## src/rtl/video_timing_probe.sv

```systemverilog
// Measures totals, active sizes and sync polarities of an hs/vs/de stream; locks on two identical frames.
// Results publish one pclk after the registered vs active sample; input-paced by ce_pix, no backpressure.
module video_timing_probe #(
  parameter int CNT_W   = 12,
  parameter int TIMEOUT = 4095
) (
  input  logic             pclk,
  input  logic             rst_n,
  input  logic             ce_pix,
  input  logic             hs,
  input  logic             vs,
  input  logic             de,
  output logic [CNT_W-1:0] h_total,
  output logic [CNT_W-1:0] h_active,
  output logic [CNT_W-1:0] v_total,
  output logic [CNT_W-1:0] v_active,
  output logic             hs_pol,
  output logic             vs_pol,
  output logic             locked,
  output logic             frame_strobe
);

  localparam logic [1:0] ST_SEARCH  = 2'd0;
  localparam logic [1:0] ST_MEASURE = 2'd1;
  localparam logic [1:0] ST_CHECK   = 2'd2;
  localparam logic [1:0] ST_LOCKED  = 2'd3;

  localparam logic [CNT_W-1:0] CNT_MAX   = {CNT_W{1'b1}};
  localparam logic [CNT_W-1:0] TIMEOUT_C = CNT_W'(TIMEOUT);

  typedef struct packed {
    logic [CNT_W-1:0] htot;
    logic [CNT_W-1:0] hact;
    logic [CNT_W-1:0] vtot;
    logic [CNT_W-1:0] vact;
    logic             hpol;
    logic             vpol;
  } meas_t;

  logic             hs_q, vs_q, de_q, hs_p, vs_p, smp_vld;
  logic             pol_hs, pol_vs;
  logic [CNT_W-1:0] hcnt, line_len, hde, frame_hact, lcnt, vact;
  logic             line_de, have_len, line_err;
  logic [1:0]       state;
  meas_t            ref_m, out_m, pub_m;

  logic             hs_edge, vs_edge, len_bad, match, timeout;
  logic [CNT_W-1:0] cur_len, hde_nxt, hact_nxt;

  function automatic logic [CNT_W-1:0] sat_inc(input logic [CNT_W-1:0] v);
    return (v == CNT_MAX) ? v : v + 1'b1;
  endfunction

  assign h_total  = out_m.htot;
  assign h_active = out_m.hact;
  assign v_total  = out_m.vtot;
  assign v_active = out_m.vact;
  assign hs_pol   = out_m.hpol;
  assign vs_pol   = out_m.vpol;

  // Active edge: a change into the level opposite to what sync shows during de.
  always_comb begin
    hs_edge  = smp_vld && (hs_q != hs_p) && (hs_q == pol_hs);
    vs_edge  = smp_vld && (vs_q != vs_p) && (vs_q == pol_vs);
    timeout  = (hcnt >= TIMEOUT_C);
    cur_len  = sat_inc(hcnt);
    hde_nxt  = hs_edge ? CNT_W'(de_q) : (de_q ? sat_inc(hde) : hde);
    hact_nxt = (hde_nxt > frame_hact) ? hde_nxt : frame_hact;
    len_bad  = hs_edge && have_len && (cur_len != line_len);
    pub_m    = '{htot: line_len, hact: frame_hact, vtot: lcnt, vact: vact,
                 hpol: pol_hs, vpol: pol_vs};
    match    = (pub_m == ref_m) && (line_len != '0) && (lcnt != '0) && !line_err;
  end

  // Sample registers; a sample is processed the pclk after it is captured.
  always_ff @(posedge pclk or negedge rst_n) begin
    if (!rst_n) begin
      hs_q    <= 1'b0;
      vs_q    <= 1'b0;
      de_q    <= 1'b0;
      hs_p    <= 1'b0;
      vs_p    <= 1'b0;
      smp_vld <= 1'b0;
    end else begin
      if (ce_pix) begin
        hs_q <= hs;
        vs_q <= vs;
        de_q <= de;
      end
      if (smp_vld) begin
        hs_p <= hs_q;
        vs_p <= vs_q;
      end
      smp_vld <= ce_pix;
    end
  end

  always_ff @(posedge pclk or negedge rst_n) begin
    if (!rst_n) begin
      pol_hs       <= 1'b0;
      pol_vs       <= 1'b0;
      hcnt         <= '0;
      line_len     <= '0;
      hde          <= '0;
      frame_hact   <= '0;
      lcnt         <= '0;
      vact         <= '0;
      line_de      <= 1'b0;
      have_len     <= 1'b0;
      line_err     <= 1'b0;
      state        <= ST_SEARCH;
      ref_m        <= '0;
      out_m        <= '0;
      locked       <= 1'b0;
      frame_strobe <= 1'b0;
    end else begin
      frame_strobe <= 1'b0;
      if (timeout) begin
        // Loss of signal: drop everything back to the post-reset picture.
        pol_hs     <= 1'b0;
        pol_vs     <= 1'b0;
        hcnt       <= '0;
        line_len   <= '0;
        hde        <= '0;
        frame_hact <= '0;
        lcnt       <= '0;
        vact       <= '0;
        line_de    <= 1'b0;
        have_len   <= 1'b0;
        line_err   <= 1'b0;
        state      <= ST_SEARCH;
        ref_m      <= '0;
        out_m      <= '0;
        locked     <= 1'b0;
      end else if (smp_vld) begin
        hcnt    <= hs_edge ? '0 : cur_len;
        hde     <= hde_nxt;
        line_de <= hs_edge ? de_q : (line_de | de_q);
        if (hs_edge) line_len <= cur_len;
        if (de_q) begin
          pol_hs <= ~hs_q;
          pol_vs <= ~vs_q;
        end

        if (vs_edge) begin
          // A coincident hs edge, and the line it closes, belong to the new frame.
          frame_hact <= hde_nxt;
          lcnt       <= CNT_W'(hs_edge);
          vact       <= CNT_W'(hs_edge && line_de);
          line_err   <= 1'b0;
          have_len   <= hs_edge;
          case (state)
            ST_SEARCH: state <= ST_MEASURE;
            ST_MEASURE: begin
              out_m        <= pub_m;
              frame_strobe <= 1'b1;
              ref_m        <= pub_m;
              state        <= ST_CHECK;
            end
            ST_CHECK: begin
              out_m        <= pub_m;
              frame_strobe <= 1'b1;
              if (match) begin
                locked <= 1'b1;
                state  <= ST_LOCKED;
              end else begin
                ref_m <= pub_m;
              end
            end
            default: begin
              out_m        <= pub_m;
              frame_strobe <= 1'b1;
              if (!match) begin
                locked <= 1'b0;
                ref_m  <= pub_m;
                state  <= ST_CHECK;
              end
            end
          endcase
        end else begin
          frame_hact <= hact_nxt;
          if (hs_edge) begin
            lcnt     <= sat_inc(lcnt);
            have_len <= 1'b1;
            if (line_de) vact <= sat_inc(vact);
          end
          if (len_bad) line_err <= 1'b1;
        end
      end
    end
  end

endmodule

```

## config.mk

```make
export PLATFORM = sky130hd
export DESIGN_NAME = video_timing_probe
export DESIGN_NICKNAME = d
export VERILOG_FILES = /design/src/rtl/video_timing_probe.sv
export SDC_FILE = /design/constraint.sdc
export NUM_CORES = 1
export LEC_CHECK = 0
export BUFFER_PORTS_ARGS = -buffer_cell sky130_fd_sc_hd__buf_2
export CAP_MARGIN = 20
export CORE_ASPECT_RATIO = 0.7
export CORE_MARGIN = 2
export CORE_UTILIZATION = 56
export DETAILED_ROUTE_END_ITERATION = 6
export PLACE_DENSITY_LB_ADDON = 0.12
export SLEW_MARGIN = 20
export SYNTH_ARGS = -nofsm -noshare
export SYNTH_HDL_FRONTEND = slang
export SYNTH_SLANG_ARGS = --single-unit
```

## constraint.sdc

```tcl
create_clock -name pclk -period 5.1 [get_ports pclk]
set_clock_uncertainty 0.1 [all_clocks]
set_input_delay 0.255 -clock pclk [delete_from_list [all_inputs] [get_ports pclk]]
set_output_delay 0.255 -clock pclk [all_outputs]
set_load 0.05 [all_outputs]
```

==> flow_summary.toml, run 1 <==
[worst_setup_path]
crit_buf_inv = 1
cp_slowest_stage_delay_ns = 0.64
worstPathMaxFanout = 12
r2r_slack_ns = 1.09
worstPathArrival_ns = 4.23
crit_chain = "ha_1, nand4_1, o31ai_1, nor2_1, nand3_1, xor2_1, nor2_1, ha_1, a21o_1, a21o_1, a21oi_1, o21a_1, o31ai_1, a31oi_1, buf_4, mux2_2"
endpoint_kind = "flop"
path_class = "flop to flop"
cp.required_ns = 5.32
crit_slowest_cell = "o31ai_1"
crit_family = "compound AO/OA/AOI/OAI gates"
cp-start-kind = "flop"

[synth]
yosysSeqAreaShare_pct = 48.3
synth_top_area_cell = "dfrtp_1"
yosysMostFrequentCell = "dfrtp_1"
postSynth.asyncResetShare_pct = 100
yosys_warnings = 0
yosys.cell_types.count = 62
netlist_instances = 1035
synth_edf_count = 0
syn_nets = 1061
synthTopCellsByCount = "187 x dfrtp_1, 135 x nand2_1, 105 x nor2_1"
synthTopCellsByArea = "dfrtp_1 48%, nand2_1 5.2%, a21oi_1 4.7%"
ys_ff_latch = 187
synth_top_flop_cell = "dfrtp_1"
syn_area_mm2 = 0.00968
yosysTopAreaCellShare_pct = 48.3
avgSynthCellArea_um2 = 9.36

[floorplanning]
start_util_pct = 56.7
die_h_um = 114
die_x_um = 161
coreArea_mm2 = 0.0171
ios = 58
dieArea_mm2 = 0.0184
rows = 40

[global_routing]
grt_pass1_wl_mm = 40.5
grt_pass1_vias = 7272
grt_antenna_before_repair = 1
grt_max_degree = 98
grt-ovfl-total = 0
grt_usage_pct = 28.3

[clock_network]
clock_sinks = 187
numCtsBuffers = 17
htreeDepth = 4
cts-root-buf = "clkbuf_16"
holdBufCountCts = 5
post-cts-setup-buffers = 0
clk_pin_slew_worst_paths_ns = 0.07
cts_tree = "yes"
ctsResizeCount = 0
clock_latency_ns = 0.44
cts_buffer_depth = 2

[timing]
rsz0062_at_grt = "no"
final-setup-viol-count = 0
timing.fmax_mhz = 250
slew_violations = 0
period_share_pct = 78.6
final.min_clock_period_ns = 4.01
max_slew_margin_pct = 47.0
final_hold_viol_count = 0
timing.hold.ws_ns = 0.339
setup_tns_ns = 0
tightest_slew_ns = 0.796

[place]
portBuffers = 57
dp_hpwl_mm = 16.6
gp_congestion = 0.933

[detailed_routing]
vias = 7775
drc = 0
wl_per_cell_um = 19.0
routed_wirelength_mm = 24.6
first_pass_iters = 5
drt-initial-drc-count = 769
routed_via_density = 5.99
ant_nets = 0

[power]
power_density_mw_per_mm2 = 479
peakVddDrop_mv = 0.315
cellLeakagePower_nw = 5.09

[finish]
drive_gt1_share_pct = 11.7
syn_to_final_growth_pct = 11.1
antennaDiodeCount = 0
final_nets = 1080
nFillCells = 1489
post-route-util_pct = 63.1

[worst_hold_path]
hold_class = "primary input to asynchronous set/reset pin"

[job]
cap_violations = 0

[outcome]
status = "completed"
final cells by class:
cell class / count / area [µm²] / share of cell area [%]
clock buffers: 18 / 429 / 3.99
clock inverters: 13 / 189 / 1.76
inverters: 27 / 101 / 0.942
multi-input cells: 745 / 4620 / 43.0
flip-flops and latches: 187 / 4680 / 43.5
well taps: 231 / 289 / 2.69
repair buffers: 76 / 449 / 4.17
logic make-up (layout without fill, tap and decap cells):
group	count (synthesis)	after routing	share of synthesized area [%]
xor+xnor	72	72	6.51
simple gates	403	403	20.2
buf+inv	103	134	4.34
compound gates	223	223	15.1
mux	27	27	2.95
fa+ha+maj	20	20	2.58
flops	187	187	48.3
metal layers:
metal	vias up	wire length, µm	global-route usage, %
li1	3664	-	-
met3	15	1880	6.11
met2	278	10100	40.0
met1	3818	12400	44.7
met5	-	0	0
met4	0	187	5.54
power breakdown:
group	switching, W	internal, W
Sequential	0.000326	0.00175
Clock	0.000600	0.000825
Combinational	0.00103	0.000632
sequential cells by signal (all words and copies together) (netlist names), 2 cells and up:
register	flops
ref_m	50
lcnt	12
vact	12
v_total	12
h_total	12
h_active	12
hcnt	12
line_len	12
state	2
v_active	12
hde	12
frame_hact	12
through the flow:
stage	instance area [µm²]	setup WS [ns]	total power [W]	cells
floorplan	9680	1.13	0.00328	1035
finish	10800	1.09	0.00516	1297
global route	10800	0.684	0.00544	1297
detailed placement	10100	1.11	0.00372	1261
CTS	10800	1.08	0.00515	1297
global placement	10100	1.19	0.00369	1261
cells in the final DEF, fill, tap and decap left out, types with 3 or more instances in the layout:
| cell type | n |
|---|---|
| nor4b_1 | 4 |
| a2111oi_0 | 4 |
| clkbuf_16 | 17 |
| dlygate4sd3_1 | 5 |
| o211ai_1 | 3 |
| nor2_1 | 103 |
| a31oi_1 | 5 |
| o21ai_0 | 25 |
| nand4b_1 | 4 |
| buf_4 | 14 |
| dfrtp_1 | 187 |
| and3_1 | 9 |
| and4_1 | 4 |
| inv_1 | 27 |
| nor3_1 | 12 |
| a2bb2oi_1 | 3 |
| inv_6 | 5 |
| o31ai_1 | 4 |
| xnor2_1 | 28 |
| nand2b_1 | 3 |
| a211oi_1 | 10 |
| a22o_1 | 50 |
| mux2i_1 | 15 |
| nor3b_1 | 3 |
| bufinv_16 | 4 |
| a21oi_1 | 90 |
| or3_1 | 9 |
| ha_1 | 20 |
| a22oi_1 | 4 |
| buf_2 | 56 |
| nand4_1 | 21 |
| nor2b_1 | 30 |
| nand2_1 | 135 |
| nand3_1 | 23 |
| o311ai_0 | 3 |
| xor2_1 | 44 |
| nor4_1 | 25 |
| a21o_1 | 4 |
| mux2_2 | 12 |
final timing paths:
kind / cells past startpoint / from / to
worst max-delay path: 16 / hde[0]$_DFFE_PN0P_ / frame_hact[11]$_DFFE_PN0P_
worst min-delay path: 2 / rst_n / hcnt[10]$_DFFE_PN0P_
worst max register to register: 16 / hde[0]$_DFFE_PN0P_ / frame_hact[11]$_DFFE_PN0P_
worst min register to register: 2 / v_total[2]$_DFFE_PN0P_ / v_total[2]$_DFFE_PN0P_
max in group asynchronous: 3 / rst_n / h_active[9]$_DFFE_PN0P_
min in group pclk: 2 / v_total[2]$_DFFE_PN0P_ / v_total[2]$_DFFE_PN0P_
worst reg2reg max path: cells and delay by family (launching register included):
family                   cells  cell delay [ns]
AO/OA/AOI/OAI                7             1.46
adder cells (fa/ha/maj)      2             0.54
flip-flops                   1             0.40
XOR/XNOR                     1             0.23
buffers and inverters        1             0.24
AND/OR/NAND/NOR              4             0.55
multiplexers                 1             0.36
No activity file was read; power rests on OpenSTA's default activity.
==> inputs of run 2 (changes only) <==
clock period = 3.75 ns   (was 5.1 ns; I/O delays follow)
==> run 2 against run 1 <==
  * Wire length is 4.3% higher
  * Worst setup slack worse by 0.82 ns
  * Cell count is 1.7% higher
  * Clock-buffer cell count is 1 higher
  * Combinational power is 48% higher
==> flow_summary.toml, run 2 (synthesized netlist as in run 1, its figures left out) <==
[power]
net-switching-power_w = 0.00273
clkPwrFrac_pct = 25.5
p_sw_share_pct = 38.8
cellLeakagePower_nw = 5.16
p_int_w = 0.00431
p_comb_share_pct = 34.8
power_frac_seq_pct = 39.7
peakVddDrop_mv = 0.502
power_density_mw_per_mm2 = 646

[detailed_routing]
wl_per_cell_um = 19.4
vias = 7948
routed_wirelength_mm = 25.6
first_pass_iters = 5
ant_nets = 0
drc = 0
routed_via_density = 6.03
drt-initial-drc-count = 717

[finish]
nFillCells = 1430
largest_register_ffs = 50
drive_gt1_share_pct = 13.7
final_nets = 1101
largest-register = "ref_m"
most-common-layout-cells = "187 x dfrtp_1, 135 x nand2_1, 103 x nor2_1"
antennaDiodeCount = 0
final_common_cell = "dfrtp_1"
syn_to_final_growth_pct = 12.7

[outcome]
status = "completed"

[clock_network]
clock_latency_ns = 0.44
htreeDepth = 4
cts-root-buf = "clkbuf_16"
clock_sinks = 187
cts_tree = "yes"
clk_pin_slew_worst_paths_ns = 0.07
numCtsBuffers = 17
cts_buffer_depth = 2

[timing]
max_slew_margin_pct = 38.9
final.min_clock_period_ns = 3.48
final_hold_viol_count = 0
timing.fmax_mhz = 287
final-setup-viol-count = 0
setup_tns_ns = 0
slew_violations = 0
timing.hold.ws_ns = 0.294
period_share_pct = 92.8
tightest_slew_ns = 0.910

[worst_setup_path]
path_class = "flop to flop"
cp.required_ns = 3.97
cp-start-kind = "flop"
endpoint_kind = "flop"
worstPathArrival_ns = 3.70
worstPathMaxFanout = 13

[global_routing]
grt_max_degree = 107
grt_pass1_wl_mm = 41.7
grt_usage_pct = 29.4
grt_antenna_before_repair = 0
grt_pass1_vias = 7453
grt-ovfl-total = 0

[floorplanning]
die_x_um = 161
dieArea_mm2 = 0.0184
start_util_pct = 56.7
ios = 58
coreArea_mm2 = 0.0171
rows = 40
die_h_um = 114

[place]
portBuffers = 57
dp_hpwl_mm = 17.7
gp_congestion = 0.927

[job]
cap_violations = 0

[worst_hold_path]
hold_class = "primary input to asynchronous set/reset pin"
==> run 2: cell count changes in the layout (fill, tap and decap cells not counted), moves of 2 or more <==
| cell | before | now |
|---|---|---|
| buf_4 | 14 | 33 |
| bufinv_16 | 4 | 2 |
| buf_12 | 0 | 2 |
| clkinvlp_4 | 2 | 6 |
| inv_6 | 5 | 3 |
==> run 2: power by group through the flow <==
| stage | Combinational, W | Sequential (W) | Clock, W |
|---|---|---|---|
| after floorplan | 0.00148 | 0.00298 | 0 |
| after global placement | 0.00229 | 0.00280 | 0 |
| after detailed placement | 0.00233 | 0.00281 | 0 |
| after CTS | 0.00235 | 0.00278 | 0.00182 |
| after global routing | 0.00268 | 0.00284 | 0.00191 |
| final | 0.00245 | 0.00280 | 0.00180 |
==> run 2: final timing paths <==
path	to	depth (start not counted)	from	slack [ns]
setup / recovery	frame_hact[8]$_DFFE_PN0P_	14	pol_hs$_DFFE_PN0P_	0.27
hold / removal	hcnt[2]$_DFFE_PN0P_	2	rst_n	0.29
setup reg to reg	frame_hact[8]$_DFFE_PN0P_	14	pol_hs$_DFFE_PN0P_	0.27
hold reg to reg	v_total[2]$_DFFE_PN0P_	2	v_total[2]$_DFFE_PN0P_	0.42
max in group asynchronous	h_total[5]$_DFFE_PN0P_	3	rst_n	2.33
min in group pclk	smp_vld$_DFF_PN0_	2	ce_pix	0.36
==> run 2: what timing repair did <==
action / in CTS / in global routing
setup endpoints to repair: 0 / 8
gates resized for setup: 0 / 6
setup buffers: 0 / 5
hold buffers: 5 / 0
endpoints found under the hold margin: 108 / 0
==> run 2: worst max-delay path, stage by stage (launching register included) <==
cell and delay (ns):
dfrtp_1 0.45, nor3b_1 0.35, nor2_1 0.13, nor2_2 0.43, buf_4 0.21, a21oi_1 0.07, ha_1 0.21, a21o_1 0.17
a21o_1 0.17, a21oi_1 0.13, o21a_1 0.12, o31ai_1 0.06, a31oi_1 0.22, buf_4 0.20, mux2_2 0.34
==> run 2: area by class of cell <==
class,instances,area [µm²],area share (%)
clock buffers,19,433,3.97
clock inverters,13,141,1.30
inverters,27,101,0.929
multi-input cells,745,4640,42.5
flip-flops and latches,187,4680,42.9
well taps,231,289,2.65
repair buffers,97,632,5.79
==> run 2: layer usage <==
metal  track usage, %  vias to the layer above  part of all wire, %
met4             7.14                        0                  1.2
met5                0                        -                    0
met2             40.7                      316                   42
li1                 -                     3721                    -
met3             5.85                       26                  7.4
met1             46.9                     3885                   50
==> run 2: per-stage QoR <==
stage               power (W)  cell area, µm²  worst slack (ns)  util (%)  cells
floorplan             0.00447            9690             0.101         -   1035
finish                0.00705           10900             0.271      63.9   1319
global route          0.00744           10900           -0.0113      63.9   1319
global placement      0.00509           10200             0.364      60.0   1276
CTS                   0.00696           10900             0.179      63.6   1313
detailed placement    0.00514           10200             0.277      60.0   1276
==> inputs of run 3 (changes only) <==
CORE_MARGIN = default   (was 2)
CORE_UTILIZATION = 60   (was 56)
CTS_BUF_LIST = sky130_fd_sc_hd__clkbuf_2   (was default)
==> run 3 against run 2 <==
  * Core utilization is 4.0 points higher
  * First-iteration DRC count is 6.7% lower
  * Largest power group unchanged
  * Clock-buffer cell count is 2 lower
  * Sequential power hardly changed
==> flow_summary.toml, run 3 (synthesized netlist as in run 1, its figures left out) <==
[clock_network]
clk_pin_slew_worst_paths_ns = 0.27
numCtsBuffers = 17
cts_tree = "yes"
cts_buffer_depth = 2
clock_latency_ns = 0.78
htreeDepth = 4
cts-root-buf = "clkbuf_2"
clock_sinks = 187

[detailed_routing]
routed_via_density = 6.18
first_pass_iters = 5
wl_per_cell_um = 19.0
routed_wirelength_mm = 24.5
drc = 0
vias = 7990
drt-initial-drc-count = 669
ant_nets = 0

[power]
net-switching-power_w = 0.00261
power_density_mw_per_mm2 = 588
power_frac_seq_pct = 44.4
cellLeakagePower_nw = 5.08
p_sw_share_pct = 41.8
p_int_w = 0.00364
clkPwrFrac_pct = 17.1
power_w = 0.00625
p_comb_share_pct = 38.5
peakVddDrop_mv = 0.504

[timing]
final-setup-viol-count = 0
final_hold_viol_count = 0
max_slew_margin_pct = 46.4
final.min_clock_period_ns = 3.47
slew_violations = 0
tightest_slew_ns = 0.801
period_share_pct = 92.5
setup_ws_ns = 0.282
timing.fmax_mhz = 288

[worst_setup_path]
worstPathMaxFanout = 12
worstPathArrival_ns = 4.05
r2r_slack_ns = 0.28
path_class = "flop to flop"
endpoint_kind = "flop"
cp-start-kind = "flop"
cp.required_ns = 4.33

[global_routing]
grt_usage_pct = 30.9
grt_max_degree = 91
grt_antenna_before_repair = 0
grt-ovfl-total = 0
grt_pass1_vias = 7104
grt_pass1_wl_mm = 39.4

[outcome]
status = "completed"

[place]
dp_hpwl_mm = 17.3
portBuffers = 57
gp_congestion = 0.952
pre_cts_slack_ns = 0.252
dp.cells = 1246

[job]
cap_violations = 0

[finish]
seqCellArea_mm2 = 0.00468
final-instance-count-excl-fill = 1292
multi_input_area_mm2 = 0.00464
largest_register_ffs = 50
largest-register = "ref_m"
nFillCells = 1306
final_nets = 1105
drive_gt1_share_pct = 13.7
final_common_cell = "dfrtp_1"
antennaDiodeCount = 0
most-common-layout-cells = "187 x dfrtp_1, 135 x nand2_1, 103 x nor2_1"
post-route-util_pct = 67.9
syn_to_final_growth_pct = 9.74

[floorplanning]
die_x_um = 154
dieArea_mm2 = 0.0167
ios = 58
start_util_pct = 61.9
coreArea_mm2 = 0.0156
die_h_um = 108
rows = 38

[worst_hold_path]
hold_class = "primary input to flop"
run 3: cell types whose count changed in the layout (fill, tap and decap cells not counted), sizes merged:
cell / before / now
clkbuf: 20 / 18
inv: 30 / 32
buf: 91 / 92
clkinvlp: 6 / 1
dlygate4sd3: 5 / 8
clkinv: 2 / 7
run 3: path summary, 6_finish.rpt:
path	cells after the start	endpoint	start
worst max-delay path	16	frame_hact[5]$_DFFE_PN0P_	hde[1]$_DFFE_PN0P_
worst min-delay path	3	hs_q$_DFFE_PN0P_	hs
worst max register to register	16	frame_hact[5]$_DFFE_PN0P_	hde[1]$_DFFE_PN0P_
worst min register to register	2	v_total[5]$_DFFE_PN0P_	v_total[5]$_DFFE_PN0P_
max in group asynchronous	4	ref_m[25]$_DFFE_PN0P_	rst_n
min in group asynchronous	4	hcnt[11]$_DFFE_PN0P_	rst_n
run 3: final cells by class:
type,instances,share of cell area [%]
sequential,187,44.0
multi-input combinational,745,43.7
timing repair buffer,101,6.61
tap,200,2.35
clock inverter,15,1.54
inverter,27,0.954
clock buffer,17,0.801
run 3: power groups by stage:
stage / clock network (W) / logic [W] / registers, W
finish: 0.00107 / 0.00240 / 0.00278
global placement: 0 / 0.00228 / 0.00279
CTS: 0.00110 / 0.00234 / 0.00277
detailed placement: 0 / 0.00232 / 0.00280
floorplan: 0 / 0.00148 / 0.00298
global route: 0.00118 / 0.00261 / 0.00283
run 3: metrics by stage:
| step | TNS (ns) | instance area, µm² | hold slack [ns] |
|---|---|---|---|
| finish | 0 | 10600 | 0.0711 |
| global route | -0.0202 | 10600 | 0.0281 |
| CTS | 0 | 10600 | 0.00825 |
| detailed placement | 0 | 10200 | 0.196 |
| global placement | 0 | 10200 | 0.196 |
| floorplan | 0 | 9690 | -0.208 |
run 3: what timing repair did:
action | 4_1_cts | 5_1_grt
endpoints found under the setup margin | 0 | 7
setup buffers | 0 | 5
resized for setup | 0 | 3
hold buffers | 8 | 1
endpoints found under the hold margin | 191 | 1
run 3: worst max-delay path: stages, from the launching register on:
cell and delay [ns]:
dfrtp_1 0.46, ha_1 0.24, nand4_1 0.17, o31ai_2 0.28, nor2_1 0.10, nand3_1 0.10
xor2_1 0.19, nor2_1 0.06, ha_1 0.30, a21o_1 0.16, a21o_1 0.17, a21oi_1 0.14
o21a_1 0.12, o31ai_1 0.06, a31oi_1 0.17, buf_4 0.22, mux2_2 0.35
run 3: routing by layer:
metal | global-route usage, % | routed length [µm] | up-vias
li1 | - | - | 3729
met3 | 5.29 | 1870 | 23
met4 | 5.64 | 189 | 0
met5 | 0 | 0 | -
met2 | 42.8 | 10200 | 333
met1 | 50.3 | 12300 | 3905
